===== config.mk =====
export PLATFORM = sky130hd
export DESIGN_NAME = fft_frame_ctrl
export DESIGN_NICKNAME = d
export VERILOG_FILES = /design/src/rtl/fft_pkg.sv /design/src/rtl/fft_tag_delay.sv /design/src/rtl/fft_frame_ctrl.sv
export SDC_FILE = /design/constraint.sdc
export NUM_CORES = 1
export LEC_CHECK = 0
export BUFFER_PORTS_ARGS = -buffer_cell sky130_fd_sc_hd__buf_2
export CORE_MARGIN = 2
export CORE_UTILIZATION = 49
export CTS_CLUSTER_SIZE = 12
export DETAILED_ROUTE_END_ITERATION = 12
export PLACE_DENSITY = 0.82
export SLEW_MARGIN = 20
export SYNTH_ARGS = -nofsm -noshare
export SYNTH_HDL_FRONTEND = slang
export SYNTH_HIERARCHICAL = 1
export SYNTH_SLANG_ARGS = --single-unit

===== constraint.sdc =====
create_clock -name clk -period 1.25 [get_ports clk]
set_clock_uncertainty 0.05 [all_clocks]
set_input_delay 0.25 -clock clk [delete_from_list [all_inputs] [get_ports clk]]
set_output_delay 0.25 -clock clk [all_outputs]
set_load 0.05 [all_outputs]

===== src/rtl/fft_pkg.sv =====
// Shared constants and state encoding for the 16-point FFT frame controller.
package fft_pkg;

  localparam int N_POINT   = 16;
  localparam int N_SAMPLES = 1024;
  localparam int PIPE_LAT  = 3;
  localparam int CNT_W     = 10;
  localparam int IDX_W     = 6;
  localparam int N_FRAMES  = N_SAMPLES / N_POINT;
  localparam int PT_W      = $clog2(N_POINT);

  typedef enum logic [1:0] {
    IDLE  = 2'b00,
    RUN   = 2'b01,
    DRAIN = 2'b10
  } fft_state_t;

  // True when the sample about to be accepted closes a frame.
  function automatic logic is_frame_end(input logic [CNT_W-1:0] cnt);
    return cnt[PT_W-1:0] == PT_W'(N_POINT - 1);
  endfunction

endpackage


===== src/rtl/fft_tag_delay.sv =====
// Fixed-depth 1-bit shift line carrying frame-end tags alongside the FFT pipe.
module fft_tag_delay #(
  parameter int DEPTH = 3
) (
  input  logic clk,
  input  logic rst,
  input  logic tag_in,
  output logic tag_out
);

  logic [DEPTH-1:0] line;

  generate
    if (DEPTH == 1) begin : g_single
      always_ff @(posedge clk) begin
        if (!rst) line <= '0;
        else      line <= tag_in;
      end
    end else begin : g_multi
      always_ff @(posedge clk) begin
        if (!rst) line <= '0;
        else      line <= {line[DEPTH-2:0], tag_in};
      end
    end
  endgenerate

  assign tag_out = line[DEPTH-1];

endmodule


===== src/rtl/fft_frame_ctrl.sv =====
// Sequencing controller for the 16-point pipelined FFT: gates FIR samples into
// stage0, follows frame boundaries through the pipe and numbers frame results.
module fft_frame_ctrl
  import fft_pkg::*;
(
  input  logic             clk,
  input  logic             rst,
  input  logic             fir_valid,
  output logic             shift_en,
  output logic             fft_valid,
  output logic [IDX_W-1:0] frame_idx,
  output logic             done,
  output logic             busy,
  output logic             drop_err
);

  fft_state_t       state, next_state;
  logic [CNT_W-1:0] sample_cnt;
  logic [IDX_W-1:0] frame_cnt, frame_cnt_next;
  logic             tag_push, tag_out, drop_set, last_sample;

  assign last_sample    = (sample_cnt == CNT_W'(N_SAMPLES - 1));
  assign tag_push       = shift_en && is_frame_end(sample_cnt);
  assign frame_cnt_next = fft_valid ? frame_cnt + IDX_W'(1) : frame_cnt;
  assign frame_idx      = frame_cnt;

  fft_tag_delay #(
    .DEPTH (PIPE_LAT)
  ) u_tag_delay (
    .clk     (clk),
    .rst     (rst),
    .tag_in  (tag_push),
    .tag_out (tag_out)
  );

  always_comb begin
    next_state = state;
    shift_en   = 1'b0;
    drop_set   = 1'b0;
    case (state)
      IDLE: begin
        shift_en = fir_valid;
        if (fir_valid) next_state = RUN;
      end
      RUN: begin
        shift_en = fir_valid;
        if (fir_valid && last_sample) next_state = DRAIN;
      end
      DRAIN: begin
        drop_set = fir_valid;
        // done marks the final frame of the run leaving stage4
        if (done) next_state = IDLE;
      end
      default: next_state = IDLE;
    endcase
  end

  always_ff @(posedge clk) begin
    if (!rst) begin
      state      <= IDLE;
      sample_cnt <= '0;
      frame_cnt  <= '0;
      fft_valid  <= 1'b0;
      done       <= 1'b0;
      busy       <= 1'b0;
      drop_err   <= 1'b0;
    end else begin
      state     <= next_state;
      frame_cnt <= frame_cnt_next;
      fft_valid <= tag_out;
      done      <= tag_out && (frame_cnt_next == IDX_W'(N_FRAMES - 1));
      busy      <= (next_state != IDLE);
      if (shift_en) sample_cnt <= sample_cnt + CNT_W'(1);
      if (drop_set) drop_err   <= 1'b1;
    end
  end

endmodule


==> out/qor.csv, run 1 <==
metric;value;unit
status;finished with violations;
failing checks;negative setup slack;
Critical Path End Type;flop;
largest net degree at the start of global routing;24;
crit-path cells;ha_4 -> nand3_4 -> buf_6 -> nor2_4 -> xor2_1 -> and2_1;
DP Wirelength;1345;um
TritonCTS Buffers;3;
Port-buffer cells;13;
Peak VDD IR;897.7;uV
Layout Cell Area excl Fill;0.001518;mm2
Sum Neg Setup Slack;-479.3;ps
Tmin final;1353;ps
initial antenna violation count;0;
first drt pass iteration count;4;
critical path arrival;1580;ps
CTS H-tree lvls;1;
crit-path max FO;5;
Worst Tran Pin Value;271.7;ps
hold_ws;146.5;ps
Tcrit/Tclk final;1.083;
DR iter-0 viols;13;
first-pass GRT wire length;3629;um
via count;851;
CTS tree;yes;
clock-pin slew on the worst setup and hold paths;150;ps
area of the core;0.002002;mm2
global route total overflow;0;
Area after DPL;0.001237;mm2
setup slack after layout;-103.3;ps
vias per std cell;5.096;
Die ar.;0.002564;mm2
Setup crit start kind;flop;
Die Span Y;50.64;um
Routed Antenna Nets;0;
final WL;2502;um
root buf cell;clkbuf_4;
Layout Utilization;0.7581;
Final #Nets;146;
setup violators final;9;
Yosys reg bits;25;
Max Cap Viol;0;
R2R setup slack;-100;ps
Mapped Area;0.001066;mm2
Final Hold Viols;0;
gpl congestion;0.8138;
average wire per cell in the routed design;14.98;um
yosys warns;6;
Pins Over Slew Limit;0;
Syn Inst Count;107;
Initial Util;0.5325;
Slew HR;0.8175;
Site Rows;16;
Worst-Skew Late Latency;330;ps
DRC;0;
CP max-delay cell;dfxtp_4;
synthesized netlist net count;112;
Data required, critical path;1480;ps
fmax;0.7389;GHz
GRT Util Overall;0.1854;
CP Class;reg -> reg;
Cell Pwr Density;849.8;mW/mm2
vias in the first global route;814;
Hold Crit Class;in -> reg;
pre-CTS setup slack;-129.6;ps
RSZ-0062 raised after global routing;true;
largest stage delay on the critical path;400;ps
post-synthesis sequential area ratio;0.4695;
Yosys cell types;28;
overall die width;50.64;um
clk buf depth;2;
Post-Syn Area per Cell;9.963;um2
leakage power;0.6653;nW
layout cells sized above 1;0.4786;
Syn-to-layout area delta;42.37;%
antenna cells;0;
# IOs;14;
Sinks on Clock Net;25;
-- area by class of cell --
class                      count  area [um2]
clock inverter                 1       5.005
multi-input combinational     77       624.3
sequential                    25       536.8
timing repair buffer          33       289.0
clock buffer                   3       22.52
tap                           27       33.78
fill                         132       484.2
inverter                       1       6.256
-- cells in the mapped netlist --
cell type   n  area share
a21boi_1    2       0.014
and2_1     14       0.082
and3_1      1      0.0059
and3b_1     1      0.0082
buf_2       1      0.0047
buf_6       1       0.011
clkbuf_1    2      0.0070
dfxtp_1    25        0.47
ha_1        2       0.023
inv_2       1      0.0035
mux2i_1     1      0.0094
nand2_1    11       0.039
nand2b_4    1       0.013
nand3_1     3       0.014
nand3b_1    1      0.0070
nand4_1     4       0.023
nor2_1      4       0.014
nor2b_1     4       0.023
nor3_1      3       0.014
nor3b_1     1      0.0070
nor4_1      2       0.012
nor4_2      1       0.012
nor4_4      2       0.040
o21a_1      3       0.021
o21ai_0     2      0.0094
or3_1       1      0.0059
xnor2_1     3       0.025
xor2_1     10       0.082
-- routing by layer --
| layer | wire length, um | up-vias | track usage |
|---|---|---|---|
| met1 | 1242 | 404 | 0.2449 |
| li1 | - | 427 | - |
| met4 | 19 | 0 | 0.06757 |
| met2 | 1169 | 18 | 0.3048 |
| met3 | 71 | 2 | 0.02976 |
| met5 | 0 | - | 0 |
-- final timing paths --
path / start / to / depth (start not counted)
max: sample_cnt[1] / sample_cnt[4] / 6
min: rst / fft_valid / 2
max reg2reg: sample_cnt[1] / sample_cnt[4] / 6
min reg2reg: u_tag_delay/line[0] / u_tag_delay/line[1] / 1
-- through the flow --
step | power [mW] | std cells
2_1_floorplan | 0.8815 | 107
3_3_place_gp | 0.9044 | 153
3_5_place_dp | 0.9075 | 153
4_1_cts | 1.282 | 162
5_1_grt | 1.325 | 167
6_report | 1.290 | 167
-- state kept, by name, summed over array words and instances (netlist names) --
name / flops
busy: 1
done: 1
drop_err: 1
fft_valid: 1
frame_idx: 6
sample_cnt: 10
state: 2
u_tag_delay/line: 3
-- layout by cell type (no fill, tap or decap), drive strengths merged --
cell / instances
nor2b: 4
nand2b: 1
nand3b: 1
nand3: 3
or3: 1
nor3: 3
nor2: 4
nor4: 5
and2: 14
nand2: 11
and3: 1
o21ai: 2
inv: 1
nand4: 4
dfxtp: 25
o21a: 3
xnor2: 3
mux2i: 1
and3b: 1
xor2: 10
nor3b: 1
a21boi: 2
clkinv: 1
ha: 2
clkbuf: 5
buf: 31
-- critical path, delay by kind of cell (launching register included) --
| kind | cells | cell delay, ps |
|---|---|---|
| adders and majority gates | 1 | 150 |
| DFF | 1 | 400 |
| and+or+nand+nor | 3 | 380 |
| buffers and inverters | 1 | 150 |
| xor gates and xnor gates | 1 | 190 |
-- repair_timing --
item                                    in CTS  in global routing
gates resized for setup                     31                 21
pin swaps                                    6                  9
setup buffers                                5                  5
hold buffers                                 0                  0
endpoints found under the setup margin      18                 17
-- power by group --
group	internal, mW	leakage [nW]	switching, mW	total, mW
clock	0.120	0.0177	0.255	0.374
combinational	0.0493	0.436	0.0565	0.106
sequential	0.797	0.212	0.0123	0.809
total	0.966	0.665	0.324	1.29
-- logic make-up (layout without fill, tap and decap cells) --
family / after synthesis / in the layout / share of synthesized area
AND/OR/NAND/NOR: 54 / 54 / 0.3204
XOR/XNOR: 13 / 13 / 0.1068
AO/OA/AOI/OAI: 7 / 7 / 0.04460
adder cells (fa/ha/maj): 2 / 2 / 0.02347
multiplexers: 1 / 1 / 0.009390
flip-flops: 25 / 25 / 0.4695
buffers and inverters: 5 / 38 / 0.02582
No activity file was read; power rests on OpenSTA's default activity.
==> run 2: changes to the inputs <==
--- a/config.mk
+++ b/config.mk
@@ -8,2 +8,3 @@
 export BUFFER_PORTS_ARGS = -buffer_cell sky130_fd_sc_hd__buf_2
+export CAP_MARGIN = 20
 export CORE_MARGIN = 2
--- a/constraint.sdc
+++ b/constraint.sdc
@@ -4,2 +4,2 @@
 set_output_delay 0.25 -clock clk [all_outputs]
-set_load 0.05 [all_outputs]
+set_load 0.005 [all_outputs]
==> out/qor.csv, run 2 (synthesis gave the netlist of run 1 again) <==
metric;value;unit;change
vias per std cell;5.187;;+1.8%
# IOs;14;;unchanged
clock-pin slew on the worst setup and hold paths;140;ps;about the same
Syn-to-layout area delta;31.46;%;
failing checks;negative setup slack;;
Tcrit/Tclk final;1.071;;-0.01162
most common cell after layout, fill and taps aside;dfxtp_1;;
GRT Util Overall;0.1987;;+0.01332
Hold Crit Class;in -> reg;;
fmax;0.7470;GHz;+1.1%
CP Class;reg -> out;;
crit-path max FO;6;;+1
clk buf depth;2;;unchanged
Data required, critical path;950;ps;-530 ps
Final Hold Viols;0;;unchanged
via count;861;;+1.2%
Worst Tran Pin Value;253.5;ps;-18.14 ps
R2R depth;5;;-1
layout cells sized above 1;0.4173;;-0.06131
TritonCTS Buffers;3;;unchanged
average wire per cell in the routed design;13.33;um;-11%
final WL;2212;um;-12%
first drt pass iteration count;4;;unchanged
Initial Util;0.5325;;unchanged
leakage power;0.6243;nW;-6.2%
Max Cap Viol;0;;unchanged
Slew HR;0.8306;;+0.01309
Inst Count DP;155;;+1.3%
Setup crit start kind;flop;;
DR iter-0 viols;16;;+3
Final #Nets;145;;-0.68%
gpl congestion;0.7913;;-2.8%
global route total overflow;0;;unchanged
Site Rows;16;;unchanged
largest net degree at the start of global routing;24;;unchanged
Peak VDD IR;693.3;uV;-23%
setup violators final;7;;-2
DRC;0;;unchanged
max reg flops;10;;unchanged
Die Span Y;50.64;um;unchanged
commonest cells after routing, fill and taps aside;dfxtp_1 (16), and2_1 (14), buf_4 (14), buf_2 (12), xor2_1 (10);;
Pins Over Slew Limit;0;;unchanged
total power;1.273;mW;-1.3%
DP Wirelength;1368;um;+1.7%
overall die width;50.64;um;unchanged
Layout Utilization;0.7000;;-0.05813
root buf cell;clkbuf_4;;
Die ar.;0.002564;mm2;unchanged
Critical Path End Type;output port;;
Port-buffer cells;13;;unchanged
critical path arrival;1040;ps;-540 ps
Multi-input gate area;580.6;um2;-7.0%
setup slack after layout;-88.77;ps;+14.52 ps
first-pass GRT wire length;3746;um;+3.2%
RSZ-0062 raised after global routing;true;;
CTS tree;yes;;
area of the core;0.002002;mm2;unchanged
Layout Cells excl Fill;166;;-0.60%
status;finished with violations;;
Filler cells;151;;+14%
vias in the first global route;842;;+3.4%
Reg area;514.2;um2;-4.2%
CTS H-tree lvls;1;;unchanged
Sum Neg Setup Slack;-231.0;ps;+248.3 ps
antenna cells;0;;unchanged
Worst-Skew Late Latency;320;ps;about the same
Largest Register;sample_cnt;;
Tmin final;1339;ps;-14.52 ps
Sinks on Clock Net;25;;unchanged
hold depth;2;;unchanged
Routed Antenna Nets;0;;unchanged
hold_buf cts;0;;unchanged
Cell Pwr Density;908.1;mW/mm2;+6.9%
initial antenna violation count;0;;unchanged
==> run 2: changes by cell type in the layout (fill, tap and decap cells not counted), moves of 2 or more <==
cell / before / now
nor3_2: 0 / 2
dfxtp_4: 7 / 1
clkbuf_4: 5 / 3
buf_4: 18 / 14
buf_2: 3 / 12
buf_8: 3 / 0
dfxtp_1: 10 / 16
nor3_4: 2 / 0
buf_6: 7 / 5
==> run 2: repair_timing <==
action,4_1_cts,5_1_grt
resized for setup,11,13
pin swaps,13,5
endpoints found under the setup margin,10,17
setup buffers,5,2
==> run 2: per-stage QoR <==
stage               area, um2  worst slack [ps]  hold slack, ps
finish                   1401            -88.77           131.1
global route             1401            -142.2           133.3
CTS                      1350            -86.63           133.1
detailed placement       1236            -109.8           375.1
global placement         1236            -43.55           368.1
floorplan                1071           -0.9981           321.7
==> run 2: critical path: stages (launching register included) <==
cell and delay, ps:
dfxtp_2 350, nand2b_4 190, inv_2 50, buf_2 120
==> run 2: worst paths after layout <==
| path | startpoint | to | slack (ps) |
|---|---|---|---|
| hold reg to reg | u_tag_delay/line[0] | u_tag_delay/line[1] | 400 |
| setup / recovery | state[1] | shift_en | -90 |
| setup reg to reg | state[1] | sample_cnt[9] | -60 |
| hold / removal | rst | fft_valid | 130 |
==> run 2: layout make-up <==
type	instances	share of cell area
timing repair buffer	32	0.1723
sequential	25	0.3670
inverter	1	0.002679
clock buffer	3	0.01607
multi-input combinational	77	0.4143
tap	27	0.02411
clock inverter	1	0.003571
==> run 2: power by group <==
group          switching [mW]  total (mW)  internal (mW)
Clock                   0.251       0.371          0.120
Combinational          0.0380      0.0826         0.0447
Sequential             0.0105       0.819          0.809
==> run 2: per-layer routing <==
layer  part of all wire  track usage
met1               0.47       0.2341
met5                  0            0
met4              0.029       0.1216
met2               0.47       0.3465
met3              0.022      0.01786
